$ cat src/rtl/shift_sequencer_pkg.sv
// Shared types and constants for the rotate sequencer and its step counter.
package shift_sequencer_pkg;

    typedef enum logic [1:0] {
        IDLE  = 2'd0,
        PASS  = 2'd1,
        SHIFT = 2'd2,
        DONE  = 2'd3
    } state_e;

    localparam logic DIR_LEFT  = 1'b0;
    localparam logic DIR_RIGHT = 1'b1;
    localparam int   CNT_W     = 3;

endpackage

$ cat src/rtl/shift_sequencer_step_cnt.sv
// Loadable down-counter tracking the remaining rotate steps; flags the final step.
module shift_step_cnt
    import shift_sequencer_pkg::*;
(
    input  logic             clk,
    input  logic             rst_n,
    input  logic             load_i,
    input  logic [CNT_W-1:0] load_val_i,
    input  logic             dec_i,
    output logic             last_o
);

    logic [CNT_W-1:0] rem_q;
    logic [CNT_W-1:0] rem_d;

    always_comb begin
        rem_d = rem_q;
        if (load_i) begin
            rem_d = load_val_i;
        end else if (dec_i) begin
            rem_d = rem_q - 1'b1;
        end
    end

    always_ff @(posedge clk or negedge rst_n) begin
        if (!rst_n) begin
            rem_q <= '0;
        end else begin
            rem_q <= rem_d;
        end
    end

    assign last_o = (rem_q == CNT_W'(1));

endmodule

$ cat src/rtl/shift_sequencer.sv
// Sequences an external rotator: one pass-through or N single-bit rotate steps, then a done pulse.
module shift_sequencer
    import shift_sequencer_pkg::*;
(
    input  logic             clk,
    input  logic             rst_n,
    input  logic             start,
    input  logic             dir,
    input  logic [CNT_W-1:0] cnt,
    input  logic [7:0]       din,
    output logic             busy,
    output logic             done,
    output logic [7:0]       dout,
    output logic             cf_out,
    output logic             F_BUS,
    output logic             FL_BUS,
    output logic             FR_BUS,
    output logic [7:0]       a,
    input  logic [7:0]       W,
    input  logic             Cf
);

    state_e     state_q, state_d;
    logic [7:0] a_q, a_d;
    logic       dir_q, dir_d;
    logic       cf_q, cf_d;
    logic [7:0] dout_q, dout_d;
    logic       cf_out_q, cf_out_d;
    logic       cnt_load;
    logic       cnt_dec;
    logic       cnt_last;

    shift_step_cnt u_step_cnt (
        .clk        (clk),
        .rst_n      (rst_n),
        .load_i     (cnt_load),
        .load_val_i (cnt),
        .dec_i      (cnt_dec),
        .last_o     (cnt_last)
    );

    always_comb begin
        // NOTE: every output of this block gets a default first, so no path leaves one unassigned (no latches).
        state_d  = state_q;
        a_d      = a_q;
        dir_d    = dir_q;
        cf_d     = cf_q;
        dout_d   = dout_q;
        cf_out_d = cf_out_q;
        busy     = 1'b1;
        done     = 1'b0;
        F_BUS    = 1'b0;
        FL_BUS   = 1'b0;
        FR_BUS   = 1'b0;
        cnt_load = 1'b0;
        cnt_dec  = 1'b0;

        unique case (state_q)
            IDLE: begin
                busy = 1'b0;
                if (start) begin
                    a_d      = din;
                    dir_d    = dir;
                    cnt_load = 1'b1;
                    state_d  = (cnt == '0) ? PASS : SHIFT;
                end
            end
            PASS: begin
                F_BUS   = 1'b1;
                a_d     = W;
                cf_d    = Cf;
                state_d = DONE;
            end
            SHIFT: begin
                FL_BUS  = (dir_q == DIR_LEFT);
                FR_BUS  = (dir_q == DIR_RIGHT);
                a_d     = W;
                cf_d    = Cf;
                cnt_dec = 1'b1;
                if (cnt_last) begin
                    state_d = DONE;
                end
            end
            DONE: begin
                done    = 1'b1;
                state_d = IDLE;
            end
            default: state_d = IDLE;
        endcase

        // Result registers capture on the edge that enters DONE, so they are already valid during done.
        if (state_d == DONE && state_q != DONE) begin
            dout_d   = a_d;
            cf_out_d = cf_d;
        end
    end

    always_ff @(posedge clk or negedge rst_n) begin
        // NOTE: state registers use non-blocking assignments so every flop samples pre-edge values.
        if (!rst_n) begin
            state_q  <= IDLE;
            a_q      <= 8'h00;
            dir_q    <= DIR_LEFT;
            cf_q     <= 1'b0;
            dout_q   <= 8'h00;
            cf_out_q <= 1'b0;
        end else begin
            state_q  <= state_d;
            a_q      <= a_d;
            dir_q    <= dir_d;
            cf_q     <= cf_d;
            dout_q   <= dout_d;
            cf_out_q <= cf_out_d;
        end
    end

    assign a      = a_q;
    assign dout   = dout_q;
    assign cf_out = cf_out_q;

endmodule

$ cat config.mk
export PLATFORM = sky130hd
export DESIGN_NAME = shift_sequencer
export DESIGN_NICKNAME = d
export VERILOG_FILES = /design/src/rtl/shift_sequencer_pkg.sv /design/src/rtl/shift_sequencer_step_cnt.sv /design/src/rtl/shift_sequencer.sv
export SDC_FILE = /design/constraint.sdc
export NUM_CORES = 1
export LEC_CHECK = 0
export BUFFER_PORTS_ARGS = -buffer_cell sky130_fd_sc_hd__buf_2
export CORE_MARGIN = 3
export CORE_UTILIZATION = 52
export DETAILED_ROUTE_END_ITERATION = 10
export GPL_ROUTABILITY_DRIVEN = 0
export HOLD_SLACK_MARGIN = 0.05
export PLACE_DENSITY = 0.94
export SLEW_MARGIN = 20
export SYNTH_ARGS = -nofsm -noshare
export SYNTH_HDL_FRONTEND = slang
export SYNTH_SLANG_ARGS = --single-unit
$ cat constraint.sdc
create_clock -name clk -period 3.1 [get_ports clk]
set_input_delay 0.775 -clock clk [delete_from_list [all_inputs] [get_ports clk]]
set_output_delay 0.775 -clock clk [all_outputs]
set_load 0.005 [all_outputs]
Word level (Yosys, flattened, before mapping):

Index checks and enable logic that the tools add are counted.

* register bits: 24
* latch bits: 0
* bits in writable memories: 0
* memory bits (read-only): 0
* output and inout port bits: 22
* word-level logic and storage cells: 38
* memories: 0

* add/sub/neg operators: 1
* multiply operators: 0
* divide/modulo/power cells: 0
* magnitude comparators: 0
* eq/ne operators: 6
* shift operators: 0
* muxes and demuxes: 17
* bitwise gates (word level): 1
* reduce and logical (&&, ||, !) cells: 6

Operators by type and width (number)
* $pmux 8 s2: 1
* $mux 1: 9
* $mux 8: 1
* $pmux 2 s4: 1
* $eq 2x2->1 const B: 3
* $mux 2: 3
* $mux 3: 2
* $eq 3x1->1 const B: 1
* $logic_not 3->1: 1
* $sub 3x1->3 const B: 1
* $eq 2x1->1 const B: 1
* $logic_not 2->1: 1
* $ne 2x2->1 const B: 1
* $reduce_and 2->1: 1
* $reduce_bool 2->1: 1
* $reduce_or 2->1: 1
* $logic_and 1x1->1: 1
* $not 1->1: 1

Depth between registers and ports, before layout:

Gate-level depths: netlist of the first run.

* word-level depth: 6
* depth in mapped cells: 6
* gate-level depth less buffers: 6

Hierarchy:

From an unflattened synthesis of the first run, not the netlist that was laid out.

* cells, all modules: 113
* area, all modules: 1258.7 um2

By module, submodules not included
* shift_sequencer: times used 1, cells each 94, area each 1064.8 um2, sequential area each 525.5 um2
* shift_step_cnt: times used 1, cells each 19, area each 193.9 um2, sequential area each 75.1 um2

Worst setup path before layout of the first run:

No wires, ideal clock.

* path kind: input-to-reg
* start: in start
* end: reg cf_out_q, in the netlist cf_out
* library setup time: 0.125 ns
* data arrival time: 1.906 ns
* setup slack: 1.069 ns
* stages on the path: 4
* cell sequence: nor4b_2 o41ai_1 a21boi_4 mux2_2

* longest elaborated chain between the ends: 4

Ends and longest elaborated chain
* start: declaration: line shift_sequencer.sv:7 `input logic start,`
* $mux 2: line shift_sequencer.sv:61 `if (start) begin`
* $pmux 2 s4: line shift_sequencer.sv:58 `unique case (state_q)`
* $eq 2x2->1: line shift_sequencer.sv:92 `if (state_d == DONE && state_q != DONE) begin`
* $logic_and 1x1->1: line shift_sequencer.sv:92
* end signal: assignment: line shift_sequencer.sv:113 `cf_out_q <= cf_out_d;`
* end: declaration: line shift_sequencer.sv:28 `logic cf_out_q, cf_out_d;`

No other way between the ends.
A chain may end at the register's enable or synchronous reset.

Final worst setup path of the first run:

* start: reg state_q[1]
* end: reg dout_q[4], in the netlist dout[4]

* longest elaborated chain between the ends: 4

Ends and longest elaborated chain
* start: declaration: line shift_sequencer.sv:23 `state_e state_q, state_d;`
* start signal: assignment: line shift_sequencer.sv:108 `state_q <= state_d;`
* $eq 2x2->1, or another cell as far along: line shift_sequencer.sv:58
* $pmux 2 s4: line shift_sequencer.sv:58
* $eq 2x2->1: line shift_sequencer.sv:92
* $logic_and 1x1->1: line shift_sequencer.sv:92
* end signal: assignment: line shift_sequencer.sv:112 `dout_q <= dout_d;`
* end: declaration: line shift_sequencer.sv:27 `logic [7:0] dout_q, dout_d;`

Several ways; a longest one is shown, not always the timed one.

==> metrics.md, run 1 <==
| Metric | Value |
|---|---|
| All-Layer GR Usage | 21.14% |
| Final setup viols | 0 |
| Setup Skew | 12.62 ps |
| Full die area | 3076 um2 |
| Post-Syn Nets | 141 |
| Worst-margin pin slew | 543.9 ps |
| DP Worst Slack | 600.3 ps |
| PortBufs | 45 |
| Layout Cells excl Fill | 183 |
| Placed Instances | 179 |
| HPWL after DPL | 2.166 mm |
| Most frequent cells in the layout | 45 x buf_2, 24 x dfrtp_1, 19 x mux2_2 |
| Clock tree buffer depth | 2 |
| Clock-pin slew of the registers on the worst-case setup and hold paths | 140 ps |
| Post-Syn Area per Cell | 11.57 um2 |
| I/O Pins | 46 |
| Clock tree sinks | 24 |
| Unrepaired setup endpoints after global routing | false |
| Initial DRC Count | 13 |
| Site Rows | 17 |
| Layout area overhead | 22.71% |
| Final worst setup slack | 615.0 ps |
| Vias in the first global route | 1,048 |
| DIE HEIGHT | 55.47 um |
| CP delay by family, top | adder cells |
| Pwr dens | 1075 nW/um2 |
| Crit Path Class | flop to flop |
| Warnings, synthesis | 0 |
| Grt total ovfl | 0 |
| Post-CTS Setup Bufs | 0 |
| Post-cts sizing count | 0 |
| Max VDD drop | 663.6 uV |
| Fraction of layout cells with a size suffix above 1 | 45.16% |
| Post-route ant nets | 0 |
| Largest net degree at the start of global routing | 25 |
| Chip width | 55.47 um |
| Nets | 187 |
| Post-DP Area | 1509 um2 |
| Vias post-DR | 1,019 |
| Max Cap Violations | 0 |
| Max Transition Viols Final | 0 |
| Crit path max fanout | 11 |
| #FFs+latches synth | 24 |
| Clock Tree Root | clkbuf_4 |
| Startpoint types | flop |
| Static leakage | 0.7968 nW |
| Register area share after synthesis | 47.20% |
| Setup_tns | 0 ps |
| Clk Latency, worst-skew pair | 320 ps |
| CTS tree | built |
| Initial Util | 55.91% |
| Crit. End Element | flop |
| Core Area | 2276 um2 |
| Max incr delay on CP | 540 ps |
| Post-Syn Area | 1272 um2 |
| Crit path cell chain | inv_1, ha_1, or3b_1, o41ai_1, a21boi_4, mux2_2 |
| Fin crit share | 80.16% |
| DRT Pass-1 Iters | 4 |
| Commonest non-fill, non-tap cell in the layout | buf_2 |
| DRC | 0 |
| Slew Limit Headroom | 63.74% |
| Initial antenna violation count | 0 |
| CP Data Required Time | 3300 ps |
| Worst hold path class | primary input to async pin |
| Number of vias per cell | 5.568 |
| Cells after Synth | 110 |
| Arr. time, crit path | 2690 ps |
| CTS Hold Bufs | 0 |
| Final instance area | 1562 um2 |
| Wire length per cell | 16.45 um |
| Routed WL | 3.010 mm |
| Status | completed |
| H-tree Lvls | 1 |
| CP bufs+invs | 1 |
| First-pass GRT wire length | 5.099 mm |
| Antenna diodes | 0 |
| Fmax | 402.4 MHz |
| Distinct cells, synth | 23 |
| Slowest CP cell | ha_1 |
| Crit path time final | 2485 ps |
| Hold Fails Final Rpt | 0 |
| Inserted Clock Buffers | 3 |
[worst reg2reg max path, stage by stage, from the launching register on]
cell,delay (ps)
dfrtp_1,460
inv_1,120
ha_1,540
or3b_1,410
o41ai_1,70
a21boi_4,400
mux2_2,390
[synth_stat cells]
cell | n | area [um2]
dfrtp_1 | 24 | 600.6
mux2_2 | 19 | 214.0
nand2_1 | 14 | 52.55
o21ai_0 | 13 | 65.06
mux2i_1 | 8 | 80.08
ha_1 | 7 | 87.58
inv_1 | 6 | 22.52
and2_1 | 2 | 12.51
clkbuf_1 | 2 | 7.510
nor2b_1 | 2 | 12.51
a21boi_4 | 1 | 18.77
and3b_1 | 1 | 8.760
buf_2 | 1 | 5.000
buf_6 | 1 | 11.26
nor2_1 | 1 | 3.750
nor4b_2 | 1 | 15.01
o21ai_1 | 1 | 5.000
o22ai_1 | 1 | 6.260
o2bb2ai_1 | 1 | 8.760
o41ai_1 | 1 | 8.760
or3b_1 | 1 | 8.760
xnor2_1 | 1 | 8.760
xor2_1 | 1 | 8.760
[layout make-up]
class,instances,area [um2]
clock buffers,3,22.52
clock inverters,1,30.03
multi-input cells,76,625.6
well taps,28,35.03
inverters,6,22.52
repair buffers,45,225.2
fillers,147,714.4
flip-flops and latches,24,600.6
[path summary, 6_finish.rpt]
path                            startpoint                  end  slack, ps  cells after the start
worst max-delay path            state_q[1]              dout[4]        610                      6
worst min-delay path                 rst_n              dout[7]        420                      1
worst max register to register  state_q[1]              dout[4]        610                      6
worst min register to register      cf_out               cf_out        540                      1
max in group asynchronous            rst_n  u_step_cnt.rem_q[1]       2310                      1
min in group clk                    cf_out               cf_out        540                      1
[per-stage QoR]
stage	power (mW)	utilization [%]	hold slack (ps)
2_1_floorplan	1.140	-	468.1
3_3_place_gp	1.369	66.30	488.2
3_5_place_dp	1.437	66.30	489.5
4_1_cts	1.684	68.61	425.9
5_1_grt	1.805	68.61	429.1
6_report	1.678	68.61	415.1
[registers in the layout (all words and copies together) (netlist names)]
signal,flops
a,8
cf_out,1
cf_q,1
dir_q,1
dout,8
state_q,2
u_step_cnt.rem_q,3
[cell families (layout without fill, tap and decap cells)]
group                    Yosys count  after routing  synth area share, %
AO/OA/AOI/OAI                     18             18                8.850
XOR/XNOR                           2              2                1.377
adder cells (fa/ha/maj)            7              7                6.883
buffers and inverters             10             55                3.638
multiplexers                      27             27                23.11
flip-flops                        24             24                47.20
AND/OR/NAND/NOR                   22             22                8.947
[power by group]
| group | internal, mW | leakage (nW) | switching [mW] |
|---|---|---|---|
| sequential | 0.477 | 0.290 | 0.114 |
| clock | 0.131 | 0.0279 | 0.0945 |
| combinational | 0.436 | 0.478 | 0.426 |
| total | 1.04 | 0.797 | 0.635 |
[metal layers]
metal,routed length [um],vias to the layer above,GRT usage [%]
li1,-,473,-
met1,1245,504,27.69
met2,1531,36,33.95
met3,177,6,3.738
met4,55,0,9.722
met5,0,-,0
(Power assumes the default switching activity.)
==> run 2: changes to the inputs <==
--- a/config.mk
+++ b/config.mk
@@ -7,11 +7,11 @@
 export LEC_CHECK = 0
 export BUFFER_PORTS_ARGS = -buffer_cell sky130_fd_sc_hd__buf_2
 export CORE_MARGIN = 3
-export CORE_UTILIZATION = 52
+export CORE_UTILIZATION = 48
 export DETAILED_ROUTE_END_ITERATION = 10
 export GPL_ROUTABILITY_DRIVEN = 0
 export HOLD_SLACK_MARGIN = 0.05
-export PLACE_DENSITY = 0.94
+export PLACE_DENSITY = 0.89
 export SLEW_MARGIN = 20
 export SYNTH_ARGS = -nofsm -noshare
 export SYNTH_HDL_FRONTEND = slang
==> constraint.sdc (replaced) <==
create_clock -name clk -period 2.3 [get_ports clk]
set_input_delay 0.575 -clock clk [delete_from_list [all_inputs] [get_ports clk]]
set_output_delay 0.575 -clock clk [all_outputs]
set_load 0.005 [all_outputs]
==> metrics.md, run 2 (synthesis results as in run 1) <==
| Metric | Value |
|---|---|
| Clock-pin slew of the registers on the worst-case setup and hold paths | 130 ps |
| P_int | 1.464 mW |
| Status | completed |
| Chip width | 57.49 um |
| Sw Ratio | 36.41% |
| CP bufs+invs | 3 |
| Overall power | 2.302 mW |
| Largest net degree at the start of global routing | 25 |
| Most frequent cells in the layout | 45 x buf_2, 24 x dfrtp_1, 19 x mux2_2 |
| CP delay by family, top | compound AO/OA/AOI/OAI gates |
| Routed WL | 2.861 mm |
| Reg-to-Reg Start | state_q[1] |
| Static leakage | 0.8201 nW |
| Grt total ovfl | 0 |
| Slowest CP cell | dfrtp_1 |
| Site Rows | 18 |
| Crit Path Class | flop to flop |
| First-pass GRT wire length | 4.940 mm |
| Initial antenna violation count | 0 |
| Crit path time final | 2166 ps |
| Post-cts sizing count | 0 |
| Crit path top cell by count | inv_1 |
| Arr. time, crit path | 2380 ps |
| DRC | 0 |
| Clock Tree Root | clkbuf_4 |
| Crit. End Element | flop |
| PortBufs | 45 |
| Core Util, Final | 64.26% |
| I/O Pins | 46 |
| Post-route ant nets | 0 |
| Initial Util | 50.90% |
| Max incr delay on CP | 450 ps |
| Clock tree buffer depth | 2 |
| Inserted Clock Buffers | 3 |
| Vias post-DR | 988 |
| Fraction of layout cells with a size suffix above 1 | 46.54% |
| Clk Latency, worst-skew pair | 320 ps |
| Worst r2r path cells | 7 |
| CP Data Required Time | 2520 ps |
| Worst hold path class | primary input to async pin |
| CTS tree | built |
| Max Cap Violations | 0 |
| Wire length per cell | 15.14 um |
| Vias in the first global route | 1,097 |
| Pwr dens | 1433 nW/um2 |
| Full die area | 3305 um2 |
| Slew Limit Headroom | 65.01% |
| Crit path max fanout | 9 |
| Nets | 191 |
| Final setup viols | 0 |
| Hold Fails Final Rpt | 0 |
| DIE HEIGHT | 57.49 um |
| Worst-margin pin slew | 524.9 ps |
| Setup_tns | 0 ps |
| Max Transition Viols Final | 0 |
| Sequential Power Share | 34.1% |
| Startpoint types | flop |
| Worst reg2reg path endpoint | dout[1] |
| Setup Skew | 5.225 ps |
| Antenna diodes | 0 |
| Comb pwr share | 52.6% |
| H-tree Lvls | 1 |
| Initial DRC Count | 16 |
| Unrepaired setup endpoints after global routing | false |
| Clock tree sinks | 24 |
| Fmax | 461.6 MHz |
| Fill count | 205 |
| Crit path cell chain | inv_1, ha_1, inv_1, o41ai_1, a21boi_4, buf_12, mux2_2 |
| HPWL after DPL | 2.271 mm |
| Layout area overhead | 26.25% |
| Number of vias per cell | 5.228 |
| All-Layer GR Usage | 19.46% |
| Commonest non-fill, non-tap cell in the layout | buf_2 |
| DRT Pass-1 Iters | 4 |
| NetSw | 838.1 uW |
| Clk network pwr share | 13.3% |
| Fin crit share | 94.19% |
| Core Area | 2500 um2 |
| Worst reg-to-reg setup slack | 130 ps |
| Max VDD drop | 932.1 uV |
[run 2: cell count changes in the layout (fill, tap and decap cells not counted)]
cell,delta
buf_4,+3
buf_12,+1
[run 2: area by class of cell]
class / count / area, um2 / share of cell area (%)
clock buffer: 3 / 22.52 / 1.402
clock inverter: 1 / 30.03 / 1.869
inverter: 6 / 22.52 / 1.402
multi-input combinational: 76 / 625.6 / 38.94
sequential: 24 / 600.6 / 37.38
tap: 30 / 37.54 / 2.336
timing repair buffer: 49 / 267.8 / 16.67
[run 2: layer usage]
| metal | GRT usage, % | up-vias | routed length, um |
|---|---|---|---|
| met5 | 0 | - | 0 |
| met4 | 7.285 | 0 | 42 |
| met3 | 1.584 | 5 | 104 |
| met2 | 34.84 | 26 | 1538 |
| met1 | 24.20 | 480 | 1175 |
| li1 | - | 477 | - |
[run 2: worst max-delay path by stage]
stage	from	endpoint	slack (ps)	cells after the start
after floorplan	state_q[0]	cf_out	290	6
after global placement	state_q[1]	dout[7]	220	6
after detailed placement	state_q[1]	dout[1]	80	6
after CTS	state_q[1]	dout[1]	70	6
after global routing	state_q[1]	dout[1]	2	7
final	state_q[1]	dout[1]	130	7
[run 2: repair_timing]
item,4_1_cts,5_1_grt
setup endpoints to repair,0,9
hold buffers,0,0
buffers inserted,0,1
[run 2: worst register-to-register path: cells and delay by family (launching register included)]
| family | cells | cell delay (ps) |
|---|---|---|
| buffers and inverters | 3 | 360 |
| AOI/OAI and AO/OA | 2 | 670 |
| muxes | 1 | 340 |
| adders and majority gates | 1 | 230 |
| DFF | 1 | 450 |
[run 2: through the flow]
step                hold slack (ps)  cells  worst slack [ps]  area [um2]
global route                  234.8    189             2.324        1607
finish                        203.4    189             133.7        1607
detailed placement            490.5    184             84.09        1534
floorplan                     279.4    110             289.5        1272
global placement              479.6    184             223.1        1534
CTS                           216.6    188             65.45        1587
[run 2: power groups by stage]
stage	Sequential, mW	Clock, mW	Combinational, mW
floorplan	0.782	0	0.754
detailed placement	0.792	0	1.17
finish	0.785	0.307	1.21
global placement	0.779	0	1.09
CTS	0.784	0.311	1.18
global route	0.819	0.326	1.35
